`src/rtl/sccb_cfg_sequencer.sv`:
```
// Purpose : SCCB/I2C write-only sequencer that walks a register table and writes each entry to a sensor.
// Latency : 3 + 9*(1+REG_BYTES+DATA_BYTES) clk2 cycles per register (39 with defaults), START through STOP2.
// Backpressure: none on the bus side; start is ignored while busy, and NACKs abort the current frame.
//
// Ports:
//   clk2      - bit clock, one SDA bit per cycle; all state on posedge, sda sampled on negedge
//   reset     - asynchronous, active-low; releases SDA immediately, no STOP generated
//   start     - begins a sweep when sampled in IDLE or DONE
//   sda       - SDA line from the pad (ACK/NACK sampling)
//   cfg_data  - table data for cfg_index, valid one cycle after cfg_index changes
//   cfg_index - current table index, also used as the register address
//   sda_w     - SDA drive value (1 = release)
//   ctrl_h    - 1 = hold SCL high, 0 = let SCL toggle with clk2
//   busy/done/error/nack_cnt - sweep status
//
// Build option: define I2C_RETRY_EN to retry a NACKed register up to MAX_RETRY
// times before abandoning it; without it a NACKed register is skipped at once.

module sccb_cfg_sequencer #(
    parameter logic [7:0] DEV_ADDR   = 8'hBA,
    parameter int         REG_BYTES  = 1,
    parameter int         DATA_BYTES = 2,
    parameter int         IDX_W      = 8,
    parameter int         START_IDX  = 0,
    parameter int         END_IDX    = 255,
    parameter int         MAX_RETRY  = 3
) (
    input  logic                    clk2,
    input  logic                    reset,
    input  logic                    start,
    input  logic                    sda,
    input  logic [8*DATA_BYTES-1:0] cfg_data,
    output logic [IDX_W-1:0]        cfg_index,
    output logic                    sda_w,
    output logic                    ctrl_h,
    output logic                    busy,
    output logic                    done,
    output logic                    error,
    output logic [7:0]              nack_cnt
);

    localparam int                NBYTES    = 1 + REG_BYTES + DATA_BYTES;
    localparam int                FRAME_W   = 8 * NBYTES;
    localparam int                RA_W      = 8 * REG_BYTES;
    localparam logic [2:0]        LAST_BYTE = 3'(NBYTES - 1);
    localparam logic [IDX_W-1:0]  FIRST_IX  = IDX_W'(START_IDX);
    localparam logic [IDX_W-1:0]  LAST_IX   = IDX_W'(END_IDX);

    // Reject parameter sets the byte counter and sweep logic cannot handle.
    if (END_IDX < START_IDX || REG_BYTES < 1 || REG_BYTES > 2 ||
        DATA_BYTES < 1 || DATA_BYTES > 4 || MAX_RETRY < 0 || MAX_RETRY > 255) begin : g_bad_params
        $error("sccb_cfg_sequencer: unsupported parameter combination");
    end

`ifdef I2C_RETRY_EN
    localparam int          RC_W        = (MAX_RETRY > 0) ? $clog2(MAX_RETRY + 1) : 1;
    localparam logic [RC_W-1:0] RETRY_LIMIT = RC_W'(MAX_RETRY);
`endif

    typedef enum logic [2:0] {
        S_IDLE,
        S_START,
        S_BITS,
        S_ACK,
        S_STOP1,
        S_STOP2,
        S_DONE
    } state_t;

    state_t                  state, state_nxt;
    logic [2:0]              bitcnt, bitcnt_nxt;
    logic [2:0]              byte_cnt, byte_nxt;
    logic [8*DATA_BYTES-1:0] shadow, shadow_nxt;
    logic [IDX_W-1:0]        index_nxt;
    logic                    error_nxt;
    logic [7:0]              nack_nxt;
    logic                    finish_r, finish_nxt;
    logic                    close_reg;
    logic                    sda_r;
`ifdef I2C_RETRY_EN
    logic [RC_W-1:0]         retry_cnt, retry_nxt;
`endif

    logic [RA_W-1:0]         reg_addr;
    logic [FRAME_W-1:0]      frame;
    logic [FRAME_W-1:0]      frame_sh;
    logic [7:0]              cur_byte;

    // Slave ACK/NACK is sampled mid-cycle so it is settled well before the
    // posedge that evaluates it.
    always_ff @(negedge clk2 or negedge reset) begin
        if (!reset) begin
            sda_r <= 1'b1;
        end else begin
            sda_r <= sda;
        end
    end

    // Whole frame as one vector; the byte on the wire is the top byte after
    // shifting out the bytes already sent. The register address tracks the
    // live cfg_index, which only moves once the frame's last ACK is decided.
    always_comb begin
        reg_addr = RA_W'(cfg_index);
        frame    = {DEV_ADDR, reg_addr, shadow};
        frame_sh = frame << {byte_cnt, 3'b000};
        cur_byte = frame_sh[FRAME_W-1 -: 8];
    end

    always_ff @(posedge clk2 or negedge reset) begin
        if (!reset) begin
            state     <= S_IDLE;
            bitcnt    <= 3'd7;
            byte_cnt  <= 3'd0;
            shadow    <= '0;
            cfg_index <= FIRST_IX;
            error     <= 1'b0;
            nack_cnt  <= 8'd0;
            finish_r  <= 1'b0;
`ifdef I2C_RETRY_EN
            retry_cnt <= '0;
`endif
        end else begin
            state     <= state_nxt;
            bitcnt    <= bitcnt_nxt;
            byte_cnt  <= byte_nxt;
            shadow    <= shadow_nxt;
            cfg_index <= index_nxt;
            error     <= error_nxt;
            nack_cnt  <= nack_nxt;
            finish_r  <= finish_nxt;
`ifdef I2C_RETRY_EN
            retry_cnt <= retry_nxt;
`endif
        end
    end

    always_comb begin
        state_nxt  = state;
        bitcnt_nxt = bitcnt;
        byte_nxt   = byte_cnt;
        shadow_nxt = shadow;
        index_nxt  = cfg_index;
        error_nxt  = error;
        nack_nxt   = nack_cnt;
        finish_nxt = finish_r;
        close_reg  = 1'b0;
`ifdef I2C_RETRY_EN
        retry_nxt  = retry_cnt;
`endif
        sda_w      = 1'b1;
        ctrl_h     = 1'b1;
        busy       = 1'b1;
        done       = 1'b0;

        case (state)
            S_IDLE, S_DONE: begin
                busy = 1'b0;
                done = (state == S_DONE);
                // On restart from DONE the shadow takes whatever the table
                // presents alongside start; cfg_index only returns to
                // START_IDX on this same edge.
                if (start) begin
                    state_nxt  = S_START;
                    error_nxt  = 1'b0;
                    nack_nxt   = 8'd0;
                    shadow_nxt = cfg_data;
                    index_nxt  = FIRST_IX;
                    byte_nxt   = 3'd0;
                    bitcnt_nxt = 3'd7;
                    finish_nxt = 1'b0;
`ifdef I2C_RETRY_EN
                    retry_nxt  = '0;
`endif
                end
            end

            S_START: begin
                sda_w     = 1'b0;
                state_nxt = S_BITS;
            end

            S_BITS: begin
                ctrl_h = 1'b0;
                sda_w  = cur_byte[bitcnt];
                if (bitcnt == 3'd0) begin
                    bitcnt_nxt = 3'd7;
                    state_nxt  = S_ACK;
                end else begin
                    bitcnt_nxt = bitcnt - 3'd1;
                end
            end

            S_ACK: begin
                ctrl_h = 1'b0;
                sda_w  = 1'b1;
                if (!sda_r) begin
                    if (byte_cnt != LAST_BYTE) begin
                        byte_nxt  = byte_cnt + 3'd1;
                        state_nxt = S_BITS;
                    end else begin
                        state_nxt = S_STOP1;
                        close_reg = 1'b1;
                    end
                end else begin
                    state_nxt = S_STOP1;
                    if (nack_cnt != 8'hFF) begin
                        nack_nxt = nack_cnt + 8'd1;
                    end
`ifdef I2C_RETRY_EN
                    // Retry the same index until the limit, then give up on it.
                    if (retry_cnt == RETRY_LIMIT) begin
                        error_nxt = 1'b1;
                        close_reg = 1'b1;
                    end else begin
                        retry_nxt = retry_cnt + 1'b1;
                    end
`else
                    error_nxt = 1'b1;
                    close_reg = 1'b1;
`endif
                end
            end

            S_STOP1: begin
                sda_w     = 1'b0;
                state_nxt = S_STOP2;
            end

            S_STOP2: begin
                if (finish_r) begin
                    state_nxt = S_DONE;
                end else begin
                    state_nxt  = S_START;
                    shadow_nxt = cfg_data;
                    byte_nxt   = 3'd0;
                end
            end

            default: begin
                state_nxt = S_IDLE;
            end
        endcase

        // The register at cfg_index is finished (acked or abandoned): move on,
        // or mark the sweep complete if this was the last index.
        if (close_reg) begin
`ifdef I2C_RETRY_EN
            retry_nxt = '0;
`endif
            if (cfg_index == LAST_IX) begin
                finish_nxt = 1'b1;
            end else begin
                index_nxt = cfg_index + 1'b1;
            end
        end
    end

endmodule

```
`config.mk`:
```
export PLATFORM = sky130hd
export DESIGN_NAME = sccb_cfg_sequencer
export DESIGN_NICKNAME = d
export VERILOG_FILES = /design/src/rtl/sccb_cfg_sequencer.sv
export SDC_FILE = /design/constraint.sdc
export NUM_CORES = 1
export LEC_CHECK = 0
export ABC_AREA = 0
export CAP_MARGIN = 20
export CORE_ASPECT_RATIO = 1.25
export CORE_MARGIN = 1
export CORE_UTILIZATION = 30
export CTS_BUF_LIST = sky130_fd_sc_hd__clkbuf_4 sky130_fd_sc_hd__clkbuf_8 sky130_fd_sc_hd__clkbuf_16
export DETAILED_ROUTE_END_ITERATION = 10
export HOLD_SLACK_MARGIN = 0.03
export SYNTH_ARGS = -nofsm -noshare
export SYNTH_HDL_FRONTEND = slang
export SYNTH_SLANG_ARGS = --single-unit
```
`constraint.sdc`:
```
create_clock -name clk2 -period 2.2 [get_ports clk2]
set_clock_uncertainty 0.1 [all_clocks]
set_input_delay 0.22 -clock clk2 [delete_from_list [all_inputs] [get_ports clk2]]
set_output_delay 0.22 -clock clk2 [all_outputs]
set_load 0.02 [all_outputs]
```
# == Yosys cells after proc, flatten, opt, wreduce, memory -nomap -nowiden ==
# Cells that the tools add are included.
# classes
addsub,4
n_lt_le_gt_ge,1
eq_ne,16
shifts,1
muxes,41
reduce_logical,15
# ops
operator,n
$mux W8,7
$mux W3,11
$mux W16,2
$pmux W16 S2,1
$shl A32 B6 Y32,1
$pmux W3 S6,1
$add A8 B1 Y8 const B,2
$pmux W8 S2,1
$ne A2 B2 Y1 const B,7
$mux W1,13
$eq A3 B3 Y1 const B,3
$pmux W3 S3,1
$eq A8 B8 Y1 const B,1
$ne A8 B8 Y1 const B,1
$eq A3 B2 Y1 const B,2
$logic_not A3 Y1,2
$pmux W3 S2,1
$reduce_and A3 Y1,2
$reduce_bool A2 Y1,3
$reduce_or A2 Y1,3
$reduce_and A5 Y1,1
$lt A3 B4 Y1 const B,1
$pmux W1 S2,2
$reduce_and A2 Y1,2
other kinds (7),7
# word_totals
regBits,44
inputBits,20
output_inout_bits,21
elab_cells,87

# == Logic depth before layout (Yosys ltp) ==
# Gate-level depths: netlist of the first run.
# depth
word_depth,5
depth_mapped,8
mapped_depth_nobuf,7

==> reports/qor.yml, run 1 <==
status:
  outcome: "finished with violations"
  failing_checks: "negative setup slack"
hold_path:
  worst_hold_startpoint: "shadow[9]"
  worst_min_delay_path_class: "reg2reg"
  worst_hold_path.num_cells: 1
  worstHoldEndpoint: "shadow[9]"
detailed_routing:
  drt_iter0_drc: 93
  route.detailed.drc: 0
  route.antenna.remaining_nets: 0
  wirelength_met1_um: 2490
  firstDrtPassIters: 4
  wire_per_inst_um: 14.6
  top_layer: "met4"
  met2_wire_length_um: 3070
  drt_wl_total_um: 5870
  detailroute.via_count: 2026
  met3_wire_length_um: 193
  post_drt_via_cell_ratio: 5.05
yosys:
  yosys_register_bits: 44
  yosys_warnings: 0
  synth_simple_gate_area_share_pct: 17.7
  commonest_register_cell_after_synthesis: "sky130_fd_sc_hd__dfrtp_1"
  synth_top_family_by_area: "simple AND/OR/NAND/NOR gates"
  synth_edf_count: 0
  synth_top_cells_by_count: "sky130_fd_sc_hd__dfrtp_1 (40), sky130_fd_sc_hd__nand2_1 (24), sky130_fd_sc_hd__mux2_2 (18)"
  syn_area_per_cell_um2: 10.3
  synth.net_count: 257
  synthCells: 231
  synth_adder_area_share_pct: 3.16
  yosys-mux-area-fraction_pct: 12.8
  synth_area_mm2: 0.00237
  synth_seq_area_share_pct: 46.6
  share_of_the_synthesized_area_in_compound_gates_ao_oa_aoi_oai_pct: 12.7
  synth_largest_area_cell: "sky130_fd_sc_hd__dfrtp_1"
  post-synth-top-count-cell: "sky130_fd_sc_hd__dfrtp_1"
  synth_cell_type_count: 50
  synthXorXnorAreaFrac_pct: 3.32
  synth.area.top_cells: "sky130_fd_sc_hd__dfrtp_1 (42%), sky130_fd_sc_hd__mux2_2 (8.5%), sky130_fd_sc_hd__dfstp_2 (4.4%)"
  synth_top_cell_area_share_pct: 42.2
  async_set_reset_flop_share_out_of_synthesis_pct: 100
worst_setup_path:
  cp_cell_sequence: "nand4b_1 -> o211a_4 -> or3_1 -> o21ai_1"
  slowest_stage: "sky130_fd_sc_hd__dfstp_2"
  timing.critical_path.from_type: "flip-flop"
  arrival_ns: 2.81
  reg2reg_setup_slack_ns: -0.49
  worst-setup-path-type: "reg2reg"
  timing.critical_path.to_type: "flip-flop"
  worst_path_largest_cell_delay_ns: 0.53
  crit-reg2reg-launch: "sda_r"
  regToRegEndpoint: "nack_cnt[0]"
  worst_ep_required_time_ns: 2.33
  reg2regPathDepth: 4
  timing.critical_path.fanout_max: 9
placement:
  routabilityCongestion: 0.792
  numPortBuffers: 40
  place_hpwl_um: 4220
grt:
  maximum_number_of_pins_on_one_net_before_global_route_repair: 44
  globalRoute.totalOverflow: 0
  grt_antenna_before_repair: 0
  grt_util_all_layers_pct: 15.4
  grt_pass1_vias: 1993
  grt_pass1_wl_um: 9640
die:
  floorplan.core_area_mm2: 0.00753
  rows: 35
  floorplan.io_pins: 41
  die_h_um: 101
  width_of_the_chip_um: 81.5
  start_util_pct: 31.5
  overall_die_area_mm2: 0.00827
timing:
  final.setup.worst_slack_ns: -0.485
  fin_hold_ws_ns: 0.411
  maxSlewViolCount: 0
  timing.max_slew.rel_slack_pct: 62.6
  setup_repair_after_global_routing_missed_its_margin: "true"
  finalSetupViolations: 24
  tightestPinTransition_ns: 0.561
  hold_viol: 0
cells_and_area:
  final_layout_size_suffix_gt1_share_pct: 31.7
  design.final.nets: 334
  antenna_cells: 0
  area_delta_synth_final_pct: 44.8
cts:
  clk_latency_ns: 0.36
  cts_tree: "built"
  cts_root_buffer: "sky130_fd_sc_hd__clkbuf_8"
  cts.reportedPaths.clkPinSlew_ns: 0.08
  clock_sink_count: 44
  ctsLongestPathBuffers: 2
  htree_num_levels: 2
  numCtsBuffers: 5
power_and_ir_drop:
  cell_area_power_density_mw_per_mm2: 1100
  design_power_total_mw: 3.77
  power.static_leakage_nw: 1.45
  irDropWorstVdd_uv: 487
run:
  timing.max_cap.violations: 0
==> kinds of logic after synthesis <==
group | after synthesis
xor+xnor | 9
compound gates | 43
simple gates | 82
flops | 44
buf+inv | 19
mux | 28
fa+ha+maj | 6
==> power by group <==
group          switching [mW]  internal, mW  total [mW]
logic                   0.977         0.993        1.97
registers               0.156          1.08        1.24
clock network           0.296         0.270       0.566
total                    1.43          2.34        3.77
==> critical path, delay by kind of cell, from the launching register on <==
| family | cells | cell delay [ns] |
|---|---|---|
| AO/OA/AOI/OAI | 2 | 0.34 |
| AND/OR/NAND/NOR | 2 | 0.49 |
| flip-flops | 1 | 0.53 |
==> registers in the layout (all words and copies together) (netlist names) <==
| signal | flops |
|---|---|
| cfg_index | 8 |
| state | 3 |
| nack_cnt | 8 |
| finish_r | 1 |
| sda_r | 1 |
| shadow | 16 |
| bitcnt | 3 |
| error | 1 |
| byte_cnt | 3 |
==> metrics by stage <==
step / TNS [ns] / std cells / cell area (um2) / setup WS (ns) / utilization, %
4_1_cts: -7.87 / 398 / 3340 / -0.482 / 44.4
3_3_place_gp: -7.67 / 386 / 3140 / -0.490 / 41.7
6_report: -9.16 / 401 / 3440 / -0.485 / 45.6
5_1_grt: -11.13 / 401 / 3440 / -0.590 / 45.6
3_5_place_dp: -8.25 / 386 / 3140 / -0.551 / 41.7
2_1_floorplan: -4.37 / 231 / 2430 / -0.425 / -
==> cell usage in the layout, fill, tap and decap left out, types with 3 or more instances in the layout <==
cell,instances
sky130_fd_sc_hd__a21oi_1,4
sky130_fd_sc_hd__a31oi_1,4
sky130_fd_sc_hd__and3_1,3
sky130_fd_sc_hd__buf_4,32
sky130_fd_sc_hd__buf_6,7
sky130_fd_sc_hd__clkbuf_8,6
sky130_fd_sc_hd__clkdlybuf4s50_1,38
sky130_fd_sc_hd__dfrtp_1,40
sky130_fd_sc_hd__dfstp_2,4
sky130_fd_sc_hd__ha_1,6
sky130_fd_sc_hd__inv_1,8
sky130_fd_sc_hd__mux2_2,18
sky130_fd_sc_hd__mux2i_1,10
sky130_fd_sc_hd__nand2_1,19
sky130_fd_sc_hd__nand2_2,4
sky130_fd_sc_hd__nand2b_1,4
sky130_fd_sc_hd__nand3_1,10
sky130_fd_sc_hd__nand4_1,3
sky130_fd_sc_hd__nor2_1,15
sky130_fd_sc_hd__nor4_4,3
sky130_fd_sc_hd__o21ai_1,4
sky130_fd_sc_hd__o31ai_1,3
sky130_fd_sc_hd__or3_1,3
sky130_fd_sc_hd__xnor2_1,8
==> cell type report <==
| class | instances | area [um2] |
|---|---|---|
| Clock buffer | 7 | 90.1 |
| Clock inverter | 2 | 11.3 |
| Fill cell | 740 | 4100 |
| Inverter | 7 | 26.3 |
| Multi-Input combinational cell | 168 | 1350 |
| Sequential cell | 44 | 1110 |
| Tap cell | 92 | 115 |
| Timing Repair Buffer | 81 | 739 |
==> how the worst max path moves through the flow <==
stage,from,end,slack [ns]
after floorplan,sda_r,nack_cnt[4],-0.43
after global placement,sda_r,nack_cnt[7],-0.49
after detailed placement,sda_r,nack_cnt[7],-0.55
after CTS,sda_r,nack_cnt[5],-0.48
after global routing,sda_r,nack_cnt[5],-0.59
final,sda_r,nack_cnt[0],-0.49
==> metal layers <==
| layer | track usage [%] | up-vias |
|---|---|---|
| met5 | 0 | - |
| met1 | 18.0 | 988 |
| li1 | - | 989 |
| met2 | 27.4 | 42 |
| met4 | 5.36 | 0 |
| met3 | 2.97 | 7 |
==> repair_timing <==
item / CTS / global route
endpoints found under the setup margin: 24 / 24
setup buffers: 3 / 3
hold buffers: 1 / 0
gates resized for setup: 25 / 17
endpoints found under the hold margin: 40 / 0
pin swaps: 5 / 6
Note: power is estimated with default switching activity, not from simulation.
==> run 2, diff against run 1 <==
- GPL_TIMING_DRIVEN: default -> 0
==> run 2 against run 1 <==
The run still ends with negative setup slack left; worst hold slack worse by 0.11 ns; sequential power is 5% higher; register-to-register slack worse by 0.08 ns; core utilization is 0.83 points lower; global-route usage shrank 1.0 points; via count shrank 2.8%; critical endpoint is now cfg_index[7]; count of clock-buffer cells in the layout stayed put; combinational power down 3%; sequential share of layout area is 0.67 points higher; critical path type unchanged; critical path depth grew 4; non-clock buffer count fell by 12.
==> reports/qor.yml, run 2 (synthesized netlist as in run 1, its figures left out) <==
grt:
  grt_pass1_vias: 1841
  maximum_number_of_pins_on_one_net_before_global_route_repair: 28
  grt_pass1_wl_um: 9010
  grt_antenna_before_repair: 0
  globalRoute.totalOverflow: 0
  grt_util_all_layers_pct: 14.4
worst_setup_path:
  crit_path_end: "cfg_index[7]"
  worst_ep_required_time_ns: 2.29
  timing.critical_path.to_type: "flip-flop"
  reg2reg_setup_slack_ns: -0.56
  arrival_ns: 2.85
  reg2regPathDepth: 8
  timing.critical_path.from_type: "flip-flop"
  regToRegEndpoint: "cfg_index[7]"
  worst_setup_path_startpoint: "sda_r"
  crit-reg2reg-launch: "sda_r"
  timing.critical_path.fanout_max: 3
  worst-setup-path-type: "reg2reg"
cells_and_area:
  layout_top_registers: "shadow: 16 flops, cfg_index: 8 flops, nack_cnt: 8 flops"
  top_register: "shadow"
  final_common_cell: "sky130_fd_sc_hd__dfrtp_1"
  largest_register_ffs: 16
  antenna_cells: 0
  design.final.nets: 322
  area_delta_synth_final_pct: 42.2
  final_layout_size_suffix_gt1_share_pct: 29.6
  most-common-layout-cells: "sky130_fd_sc_hd__dfrtp_1 (38), sky130_fd_sc_hd__clkdlybuf4s50_1 (36), sky130_fd_sc_hd__nand2_1 (20), sky130_fd_sc_hd__mux2_2 (18), sky130_fd_sc_hd__buf_4 (15)"
  post-route-util_pct: 44.8
  n_fill_cell: 723
power_and_ir_drop:
  seqPwrFrac_pct: 33.5
  power.net_switching_mw: 1.44
  design_power_total_mw: 3.87
  power.static_leakage_nw: 1.43
  clock_power_share_pct: 16.9
  internal_power_mw: 2.43
  irDropWorstVdd_uv: 507
  sw_frac_of_total_pct: 37.1
  cell_area_power_density_mw_per_mm2: 1150
  combPwrFrac_pct: 49.5
cts:
  cts_root_buffer: "sky130_fd_sc_hd__clkbuf_8"
  clk_latency_ns: 0.35
  numCtsBuffers: 5
  cts.reportedPaths.clkPinSlew_ns: 0.09
  clock_sink_count: 44
  htree_num_levels: 2
  cts_tree: "built"
  ctsLongestPathBuffers: 2
detailed_routing:
  detailroute.via_count: 1969
  drt_iter0_drc: 80
  firstDrtPassIters: 4
  drt_wl_total_um: 5660
  route.antenna.remaining_nets: 0
  post_drt_via_cell_ratio: 5.06
  wire_per_inst_um: 14.6
  route.detailed.drc: 0
status:
  failing_checks: "negative setup slack"
  outcome: "finished with violations"
timing:
  hold_viol: 0
  tightestPinTransition_ns: 1.14
  final.setup.worst_slack_ns: -0.563
  final.setup.tns_ns: -9.15
  finalSetupViolations: 24
  setup_repair_after_global_routing_missed_its_margin: "true"
  timing.max_slew.rel_slack_pct: 23.9
  maxSlewViolCount: 0
placement:
  place_hpwl_um: 3980
  pre_cts_slack_ns: -0.633
  numPortBuffers: 40
  routabilityCongestion: 0.773
die:
  rows: 35
  overall_die_area_mm2: 0.00827
  die_h_um: 101
  width_of_the_chip_um: 81.5
  floorplan.io_pins: 41
  start_util_pct: 31.5
  floorplan.core_area_mm2: 0.00753
run:
  timing.max_cap.violations: 0
hold_path:
  worst_min_delay_path_class: "in2async"
-- run 2: changes by cell type in the layout (fill, tap and decap cells not counted), sizes merged --
cell	change
clkbuf	+4
bufinv	+1
clkdlybuf4s50	-2
buf	-16
clkinvlp	-1
dlymetal6s2s	+2
-- run 2: layout make-up --
cell class	instances	area [um2]	area share, %
timing repair buffer	60	587	17.4
sequential	44	1110	32.9
clock buffer	7	83.8	2.49
multi-input combinational	168	1350	40.0
clock inverter	2	33.8	1.00
inverter	7	26.3	0.779
buffer	9	68.8	2.04
tap	92	115	3.41
-- run 2: what timing repair did --
| item | in CTS | in global routing |
|---|---|---|
| pin swaps | 12 | 8 |
| buffers inserted | 7 | 11 |
| hold buffers | 1 | 0 |
| setup endpoints to repair | 26 | 32 |
| endpoints found under the hold margin | 13 | 0 |
| gates resized for setup | 21 | 30 |
-- run 2: per-stage QoR --
step,cell area (um2),cells,hold slack [ns]
floorplan,2430,231,-0.176
global placement,2940,363,0.384
detailed placement,2960,364,0.101
CTS,3180,378,0.307
global route,3370,389,0.350
finish,3370,389,0.301
-- run 2: power groups by stage --
stage / registers, mW / logic [mW] / clock network [mW]
2_1_floorplan: 1.26 / 1.12 / 0.00569
3_3_place_gp: 1.26 / 1.60 / 0.00569
3_5_place_dp: 1.27 / 1.63 / 0.00569
4_1_cts: 1.30 / 1.70 / 0.670
5_1_grt: 1.34 / 2.09 / 0.708
6_report: 1.30 / 1.92 / 0.655
-- run 2: layer usage --
metal | wire, um | part of all wire [%] | track usage (%) | vias up
met4 | 63 | 1.1 | 4.12 | 0
met3 | 217 | 3.8 | 3.06 | 6
li1 | - | - | - | 966
met5 | 0 | 0 | 0 | -
met1 | 2480 | 44 | 17.4 | 954
met2 | 2900 | 51 | 25.2 | 43
-- run 2: how the worst min path moves through the flow --
stage               slack [ns]          end
global placement          0.38  byte_cnt[2]
floorplan                -0.18  byte_cnt[0]
global route              0.35  nack_cnt[7]
CTS                       0.31  nack_cnt[6]
detailed placement        0.10  nack_cnt[6]
finish                    0.30  nack_cnt[7]
-- run 2: worst max-delay path, cell delays in order (launching register included) --
cell and delay [ns]:
sky130_fd_sc_hd__dfstp_2 0.53, sky130_fd_sc_hd__buf_4 0.11, sky130_fd_sc_hd__buf_6 0.10, sky130_fd_sc_hd__nor2_4 0.05, sky130_fd_sc_hd__nor2_4 0.13, sky130_fd_sc_hd__buf_4 0.13
sky130_fd_sc_hd__nand4_1 0.10, sky130_fd_sc_hd__o211ai_1 0.17, sky130_fd_sc_hd__o21ai_1 0.08
